===== config.mk =====
export PLATFORM = sky130hd
export DESIGN_NAME = swd_xfer_seq
export DESIGN_NICKNAME = d
export VERILOG_FILES = /design/src/rtl/swd_pkg.sv /design/src/rtl/swd_xfer_seq.sv
export SDC_FILE = /design/constraint.sdc
export NUM_CORES = 1
export LEC_CHECK = 0
export ABC_AREA = 1
export CORE_MARGIN = 1
export CORE_UTILIZATION = 42
export CTS_CLUSTER_SIZE = 25
export DETAILED_ROUTE_END_ITERATION = 10
export DONT_BUFFER_PORTS = 1
export GPL_ROUTABILITY_DRIVEN = 0
export SYNTH_ARGS = -nofsm -noshare
export SYNTH_HDL_FRONTEND = slang
export SYNTH_SLANG_ARGS = --single-unit

===== constraint.sdc =====
create_clock -name clk -period 3.01 [get_ports clk]
set_input_delay 0.301 -clock clk [delete_from_list [all_inputs] [get_ports clk]]
set_output_delay 0.301 -clock clk [all_outputs]
set_load 0.03 [all_outputs]

===== src/rtl/swd_pkg.sv =====
// Shared constants for the SWD transfer sequencer: engine ACK codes, response
// status codes and the sequencer state encoding.
package swd_pkg;

   localparam logic [2:0] ACK_OK    = 3'b001;
   localparam logic [2:0] ACK_WAIT  = 3'b010;
   localparam logic [2:0] ACK_FAULT = 3'b100;

   localparam logic [2:0] ST_OK           = 3'd0;
   localparam logic [2:0] ST_WAIT_TIMEOUT = 3'd1;
   localparam logic [2:0] ST_FAULT        = 3'd2;
   localparam logic [2:0] ST_PROTERR      = 3'd3;
   localparam logic [2:0] ST_PARITY       = 3'd4;
   localparam logic [2:0] ST_ABORTED      = 3'd5;
   localparam logic [2:0] ST_NOMATCH      = 3'd6;

   typedef enum logic [2:0] {
      S_IDLE,
      S_ISSUE,
      S_BUSY,
      S_EVAL,
      S_RESP
   } xfer_state_e;

endpackage


===== src/rtl/swd_xfer_seq.sv =====
// SWD transfer sequencer: one DP/AP request at a time, WAIT retry, result
// classification. Optional read value-match polling under SWD_XFER_VALMATCH_EN.
module swd_xfer_seq
   import swd_pkg::*;
#(
   parameter int unsigned RETRY_W = 16
) (
   input  logic               clk,
   input  logic               rst,
   input  logic               req_valid,
   output logic               req_ready,
   input  logic [1:0]         req_addr32,
   input  logic               req_rnw,
   input  logic               req_apndp,
   input  logic [31:0]        req_wdata,
   input  logic               abort,
   input  logic [RETRY_W-1:0] wait_retry,
`ifdef SWD_XFER_VALMATCH_EN
   input  logic               match_en,
   input  logic [31:0]        match_mask,
   input  logic [31:0]        match_val,
`endif
   output logic               rsp_valid,
   input  logic               rsp_ready,
   output logic [2:0]         rsp_status,
   output logic [31:0]        rsp_rdata,
   output logic [RETRY_W-1:0] rsp_retries,
   output logic               if_go,
   output logic [1:0]         if_addr32,
   output logic               if_rnw,
   output logic               if_apndp,
   output logic [31:0]        if_dwrite,
   input  logic [2:0]         if_ack,
   input  logic [31:0]        if_dread,
   input  logic               if_perr,
   input  logic               if_idle
);

   xfer_state_e        state_q;
   logic               req_ready_q;
   logic               rsp_valid_q;
   logic [2:0]         rsp_status_q;
   logic [31:0]        rsp_rdata_q;
   logic [RETRY_W-1:0] retries_q;
   logic               if_go_q;
   logic [1:0]         if_addr32_q;
   logic               if_rnw_q;
   logic               if_apndp_q;
   logic [31:0]        if_dwrite_q;
`ifdef SWD_XFER_VALMATCH_EN
   logic               match_en_q;
   logic [31:0]        match_mask_q;
   logic [31:0]        match_val_q;
`endif

   logic               can_retry_d;
   logic               reissue_d;
   logic [2:0]         status_d;
   logic [31:0]        rdata_d;

   // Only meaningful in S_EVAL: the engine holds ack/dread/perr while idle.
   always_comb begin
      can_retry_d = (retries_q < wait_retry);
      reissue_d   = 1'b0;
      status_d    = ST_OK;
      rdata_d     = '0;
      if (if_ack == ACK_WAIT) begin
         if (abort)
            status_d = ST_ABORTED;
         else if (can_retry_d)
            reissue_d = 1'b1;
         else
            status_d = ST_WAIT_TIMEOUT;
      end else if (if_ack == ACK_FAULT) begin
         status_d = ST_FAULT;
      end else if (if_ack != ACK_OK) begin
         status_d = ST_PROTERR;
      end else if (if_rnw_q && if_perr) begin
         status_d = ST_PARITY;
         rdata_d  = if_dread;
`ifdef SWD_XFER_VALMATCH_EN
      end else if (if_rnw_q && match_en_q &&
                   ((if_dread & match_mask_q) != match_val_q)) begin
         rdata_d = if_dread;
         if (can_retry_d)
            reissue_d = 1'b1;
         else
            status_d = ST_NOMATCH;
`endif
      end else begin
         status_d = ST_OK;
         rdata_d  = if_rnw_q ? if_dread : '0;
      end
   end

   always_ff @(posedge clk or posedge rst) begin
      if (rst) begin
         state_q      <= S_IDLE;
         req_ready_q  <= 1'b0;
         rsp_valid_q  <= 1'b0;
         rsp_status_q <= '0;
         rsp_rdata_q  <= '0;
         retries_q    <= '0;
         if_go_q      <= 1'b0;
         if_addr32_q  <= '0;
         if_rnw_q     <= 1'b0;
         if_apndp_q   <= 1'b0;
         if_dwrite_q  <= '0;
`ifdef SWD_XFER_VALMATCH_EN
         match_en_q   <= 1'b0;
         match_mask_q <= '0;
         match_val_q  <= '0;
`endif
      end else begin
         case (state_q)
            S_IDLE: begin
               req_ready_q <= 1'b1;
               if (req_valid && req_ready_q) begin
                  req_ready_q  <= 1'b0;
                  if_addr32_q  <= req_addr32;
                  if_rnw_q     <= req_rnw;
                  if_apndp_q   <= req_apndp;
                  if_dwrite_q  <= req_wdata;
`ifdef SWD_XFER_VALMATCH_EN
                  match_en_q   <= match_en;
                  match_mask_q <= match_mask;
                  match_val_q  <= match_val;
`endif
                  retries_q    <= '0;
                  if_go_q      <= 1'b1;
                  state_q      <= S_ISSUE;
               end
            end
            // go is held until the engine leaves idle; it only acts on the rising strobe.
            S_ISSUE: begin
               if (!if_idle) begin
                  if_go_q <= 1'b0;
                  state_q <= S_BUSY;
               end
            end
            S_BUSY: begin
               if (if_idle)
                  state_q <= S_EVAL;
            end
            S_EVAL: begin
               if (reissue_d) begin
                  retries_q <= retries_q + 1'b1;
                  if_go_q   <= 1'b1;
                  state_q   <= S_ISSUE;
               end else begin
                  rsp_status_q <= status_d;
                  rsp_rdata_q  <= rdata_d;
                  rsp_valid_q  <= 1'b1;
                  state_q      <= S_RESP;
               end
            end
            S_RESP: begin
               if (rsp_ready) begin
                  rsp_valid_q <= 1'b0;
                  req_ready_q <= 1'b1;
                  state_q     <= S_IDLE;
               end
            end
            default: state_q <= S_IDLE;
         endcase
      end
   end

   assign req_ready   = req_ready_q;
   assign rsp_valid   = rsp_valid_q;
   assign rsp_status  = rsp_status_q;
   assign rsp_rdata   = rsp_rdata_q;
   assign rsp_retries = retries_q;
   assign if_go       = if_go_q;
   assign if_addr32   = if_addr32_q;
   assign if_rnw      = if_rnw_q;
   assign if_apndp    = if_apndp_q;
   assign if_dwrite   = if_dwrite_q;

endmodule

Word level (Yosys, flattened, before mapping)
Cells that the tools add are included.
{ "word_totals": {"output_inout_bits": 90, "register_bits": 93, "in_bits": 94} }
{ "op_classes": {"muxes": 33, "n_eq_ne": 13, "magnitude_cmp": 1, "reduce_logical": 14, "bitwise_logic": 1, "addsub": 1} }
{ "ops": {"columns": ["op", "n"], "rows": [
  ["two-way mux 32 bit", 5],
  ["two-way mux 16 bit", 2],
  ["one-hot mux 16 bit (2 select lines)", 1],
  ["two-way mux 3 bit", 10],
  ["adder 16 x 1 -> 16 bit, second input constant", 1],
  ["less-than comparator 16 bit", 1],
  ["one-hot mux 3 bit (5 select lines)", 1],
  ["inequality test 2 bit, second input constant", 6],
  ["two-way mux 1 bit", 11],
  ["== test 3 x 2 -> 1 bit, second input constant", 3],
  ["AND reduction 4 bit", 2],
  ["== test 3 bit, second input constant", 2],
  ["AND reduction 2 bit", 3],
  ["AND reduction 3 bit", 2],
  ["nonzero test 2 bit", 3],
  ["one-hot mux 1 bit (2 select lines)", 2],
  ["== test 3 x 1 -> 1 bit, second input constant", 1],
  ["zero test 3 bit", 1],
  ["inequality test 3 x 1 -> 1 bit, second input constant", 1],
  ["one-hot mux 1 bit (3 select lines)", 1],
  ["nonzero test 3 bit", 1],
  ["logical AND 1 bit", 2],
  ["inverter 1 bit", 1]
]} }

Depth between registers and ports, before layout
{ "logic_depth": {"word_depth": 6, "mapped_depth": 16} }

Least setup slack after synthesis
OpenSTA, ideal clock, no wires.
{ "synth_timing": {"path_type": "register to register", "startpoint": "register retries_q[9] (netlist: rsp_retries[9])", "endpoint": "register rsp_rdata_q[2] (netlist: rsp_rdata[2])", "path_slack_ns": 1.046, "required_time_ns": 2.884, "period_less_slack_ns": 1.964, "setup_time_ns": 0.126, "t_arrival_ns": 1.838, "stages_incl_launch_ff": 11, "cell_sequence": "dfrtp_1 > ha_1 > nand2_1 > inv_1 > o21ai_0 > nand2_1 > a21oi_1 > nand4_2 > nand2_4 > buf_2 > o21ai_0"} }
{ "synth_between": {"elab_chain_cells": 6} }
{ "synth_lines": {"columns": ["element", "line", "rtl"], "rows": [
  ["from (decl)", "swd_xfer_seq.sv:44", "logic [RETRY_W-1:0] retries_q;"],
  ["from (signal assigned)", "swd_xfer_seq.sv:147", "retries_q <= retries_q + 1'b1;"],
  ["less-than comparator 16 bit", "swd_xfer_seq.sv:63", "can_retry_d = (retries_q < wait_retry);"],
  ["two-way mux 1 bit", "swd_xfer_seq.sv:70", "else if (can_retry_d)"],
  ["two-way mux 1 bit", "swd_xfer_seq.sv:68", "if (abort)"],
  ["two-way mux 1 bit", "swd_xfer_seq.sv:67", "if (if_ack == ACK_WAIT) begin"],
  ["inverter 1 bit (no line)", null, null],
  ["AND reduction 2 bit (no line)", null, null],
  ["to (signal assigned)", "swd_xfer_seq.sv:152", "rsp_rdata_q <= rdata_d;"],
  ["to (decl)", "swd_xfer_seq.sv:43", "logic [31:0] rsp_rdata_q;"]
]} }
Every way passes these cells.
A chain may end at the register's enable or synchronous reset.

Final worst setup path
{ "layout_timing": {"startpoint": "register retries_q[10] (netlist: rsp_retries[10])", "endpoint": "register if_go_q (netlist: if_go)"} }
{ "layout_between": {"elab_chain_cells": 6} }
{ "layout_lines": {"columns": ["element", "line", "rtl"], "rows": [
  ["less-than comparator 16 bit", "swd_xfer_seq.sv:63", null],
  ["two-way mux 1 bit", "swd_xfer_seq.sv:70", null],
  ["two-way mux 1 bit", "swd_xfer_seq.sv:68", null],
  ["two-way mux 1 bit", "swd_xfer_seq.sv:67", null],
  ["inequality test 2 bit (no line)", null, null],
  ["AND reduction 4 bit (no line)", null, null],
  ["to (signal assigned)", "swd_xfer_seq.sv:104", "if_go_q <= 1'b0;"],
  ["to (signal assigned)", "swd_xfer_seq.sv:130", "if_go_q <= 1'b1;"],
  ["to (signal assigned)", "swd_xfer_seq.sv:137", "if_go_q <= 1'b0;"],
  ["to (decl)", "swd_xfer_seq.sv:45", "logic if_go_q;"]
]} }
Every way passes these cells.

==> out/metrics.yaml <==
cts_root_buffer: "clkbuf_8"
area_growth_pct: 8.46
overflow: 0
critical_path_class: "reg -> reg"
vias: 3693
synth-main-ff-cell: "dfrtp_1"
h-tree-depth: 3
insertion_delay_ns: 0.36
wirelength_mm: 10.9
synth_area_per_cell_um2: 7.89
wire_per_inst_um: 14.8
ir_worst_vdd_uv: 501
num-fill-cells: 1027
p_clk_frac: 0.207
worst_pin_slew_ns: 0.715
drive_gt1_frac: 0.0872
met1_usage: 0.234
netlist_area_um2: 4610
setup_viol: 0
yosysMostFrequentCell: "nand2_1"
synth.top_cell.area_share: 0.504
syn_nets: 695
die_w_um: 107
async_reset_ff_frac: 1.00
post-cts-setup-buffers: 0
cp_max_fo: 71
rsz0062_at_grt: "false"
multi_input_area_um2: 1990
via_per_inst: 5.05
outcome: "finished, final reports clean"
endpoint_kind: "flip-flop"
hold_path.class: "in -> reg"
die_y_um: 107
grt_pass1_vias: 3694
drv_slew: 0
internal_power_w: 0.00227
p_leak_nw: 2.54
cts_tree: "built"
grt_pass1_wl_mm: 17.6
ys.warnings.count: 0
syn_inst: 585
dr.pass1.iters: 4
antenna_found_initial: 0
relSlewSlack: 0.523
path_clk_slew_ns: 0.10
cts.sinks: 93
yosys_register_bits: 93
p_sw_frac: 0.468
dp_hpwl_mm: 7.74
fin_util: 0.476
diodes: 0
globalRouteTotalUtil: 0.197
maxCapViolCount: 0
die_area_um2: 11400
fin_setup_tns_ns: 0
skew_ns: 0.00982
min_period_over_period: 0.806
start_util: 0.439
cp-start-kind: "flip-flop"
required_ns: 3.26
power_w: 0.00426
timing.fmax_ghz: 0.412
drc: 0
rows: 37
use_met3: 0.0644
regArea_um2: 2330
power.switching_w: 0.00199
fin_hold_ws_ns: 0.0522
final_nets: 701
cts_buffers: 9
power_frac_seq: 0.593
io_pins: 184
drtAntennaViolNets: 0
pwr_density_cell_nw_per_um2: 852
comb_power_share: 0.200
synth_largest_area_cell: "dfrtp_1"
yosys.cell_types.count: 36
cp.arrival_ns: 2.68
synth_commonest_cells: "nand2_1, dfrtp_1, inv_1"
core_area_um2: 10500
synth_edf_count: 0
hold_viol: 0
layout.cells.non_filler: 732
final.min_clock_period_ns: 2.43
grt-busiest-layer: "met2"
grt_use_met2: 0.332
grt_max_degree: 72
synthTopCellsByArea: "dfrtp_1, nand2_1, ha_1"
placed_cells: 715
yosysSeqAreaShare: 0.504
io_buffers: 0
drtIter0Drc: 178
cts_buffer_depth: 2
==> path summary, 6_finish.rpt <==
path | from | endpoint | slack [ns] | cells past startpoint
max in group asynchronous | rst | if_dwrite[6] | 1.66 | 3
min in group asynchronous | rst | if_apndp | 0.53 | 2
max | rsp_retries[10] | if_go | 0.58 | 11
min | req_apndp | if_apndp | 0.05 | 2
min reg2reg | state_q[0] | state_q[0] | 0.60 | 3
max reg2reg | rsp_retries[10] | if_go | 0.58 | 11
==> logic make-up after synthesis <==
group | Yosys count | share of synthesized area
XOR/XNOR | 6 | 0.0114
AND/OR/NAND/NOR | 350 | 0.315
flip-flops | 93 | 0.504
buffers and inverters | 68 | 0.0645
adder cells (fa/ha/maj) | 16 | 0.0434
AO/OA/AOI/OAI | 52 | 0.0610
==> through the flow <==
stage | instance area [um2] | setup WS (ns)
3_5_place_dp | 4790 | 0.606
5_1_grt | 5000 | 0.341
3_3_place_gp | 4790 | 0.665
4_1_cts | 5000 | 0.579
6_report | 5000 | 0.585
2_1_floorplan | 4610 | 0.289
==> sequential cells by signal, indices dropped and copies added, names as in the netlist <==
name         cells
if_dwrite       32
rsp_rdata       32
rsp_retries     16
rsp_status       3
state_q          3
if_addr32        2
if_apndp         1
if_go            1
if_rnw           1
req_ready        1
rsp_valid        1
==> cell type report <==
type,instances,share of cell area
sequential,93,0.465
tap,136,0.0340
multi-input combinational,424,0.398
inverter,46,0.0350
timing repair buffer,17,0.0260
clock inverter,6,0.0140
clock buffer,10,0.0275
==> cells in the final DEF (no fill, tap or decap), drive strengths merged, types with 2 or more instances in the layout <==
cell type / Yosys / layout
nand2: 267 / 267
nor2: 36 / 36
clkbuf: 7 / 10
nor3: 11 / 11
clkinvlp: 0 / 2
nand3: 23 / 23
ha: 16 / 16
a21oi: 8 / 8
dfrtp: 93 / 93
inv: 45 / 47
xor2: 5 / 5
buf: 15 / 16
or2: 3 / 3
o21ai: 39 / 39
clkinv: 1 / 2
nor3b: 4 / 4
nor4: 4 / 4
==> power by group through the flow <==
stage / registers [W] / clock network, W / logic [W]
6_report: 0.00253 / 0.000881 / 0.000853
2_1_floorplan: 0.00246 / 0 / 0.000740
4_1_cts: 0.00254 / 0.000910 / 0.000870
5_1_grt: 0.00257 / 0.000963 / 0.00101
3_5_place_dp: 0.00255 / 0 / 0.000880
3_3_place_gp: 0.00255 / 0 / 0.000829
==> worst max-delay path, cell delays in order, from the launching register on <==
cell,delay (ns)
dfrtp_1,0.63
ha_1,0.32
nand2_1,0.06
inv_1,0.04
o21ai_0,0.06
nand2_1,0.11
a21oi_1,0.19
nand4_2,0.18
nand2_4,0.47
nand2_1,0.11
nand2_1,0.08
nand2_1,0.05
==> per-layer routing <==
| metal | up-vias | share of wire |
|---|---|---|
| met5 | - | 0 |
| met4 | 0 | 0.015 |
| met3 | 13 | 0.078 |
| met2 | 141 | 0.49 |
| met1 | 1694 | 0.42 |
| li1 | 1845 | - |
==> what timing repair did <==
action,in CTS,in global routing
gates resized for setup,0,0
hold endpoints to repair,54,0
hold buffers,1,0
Note: power is estimated with default switching activity, not from simulation.
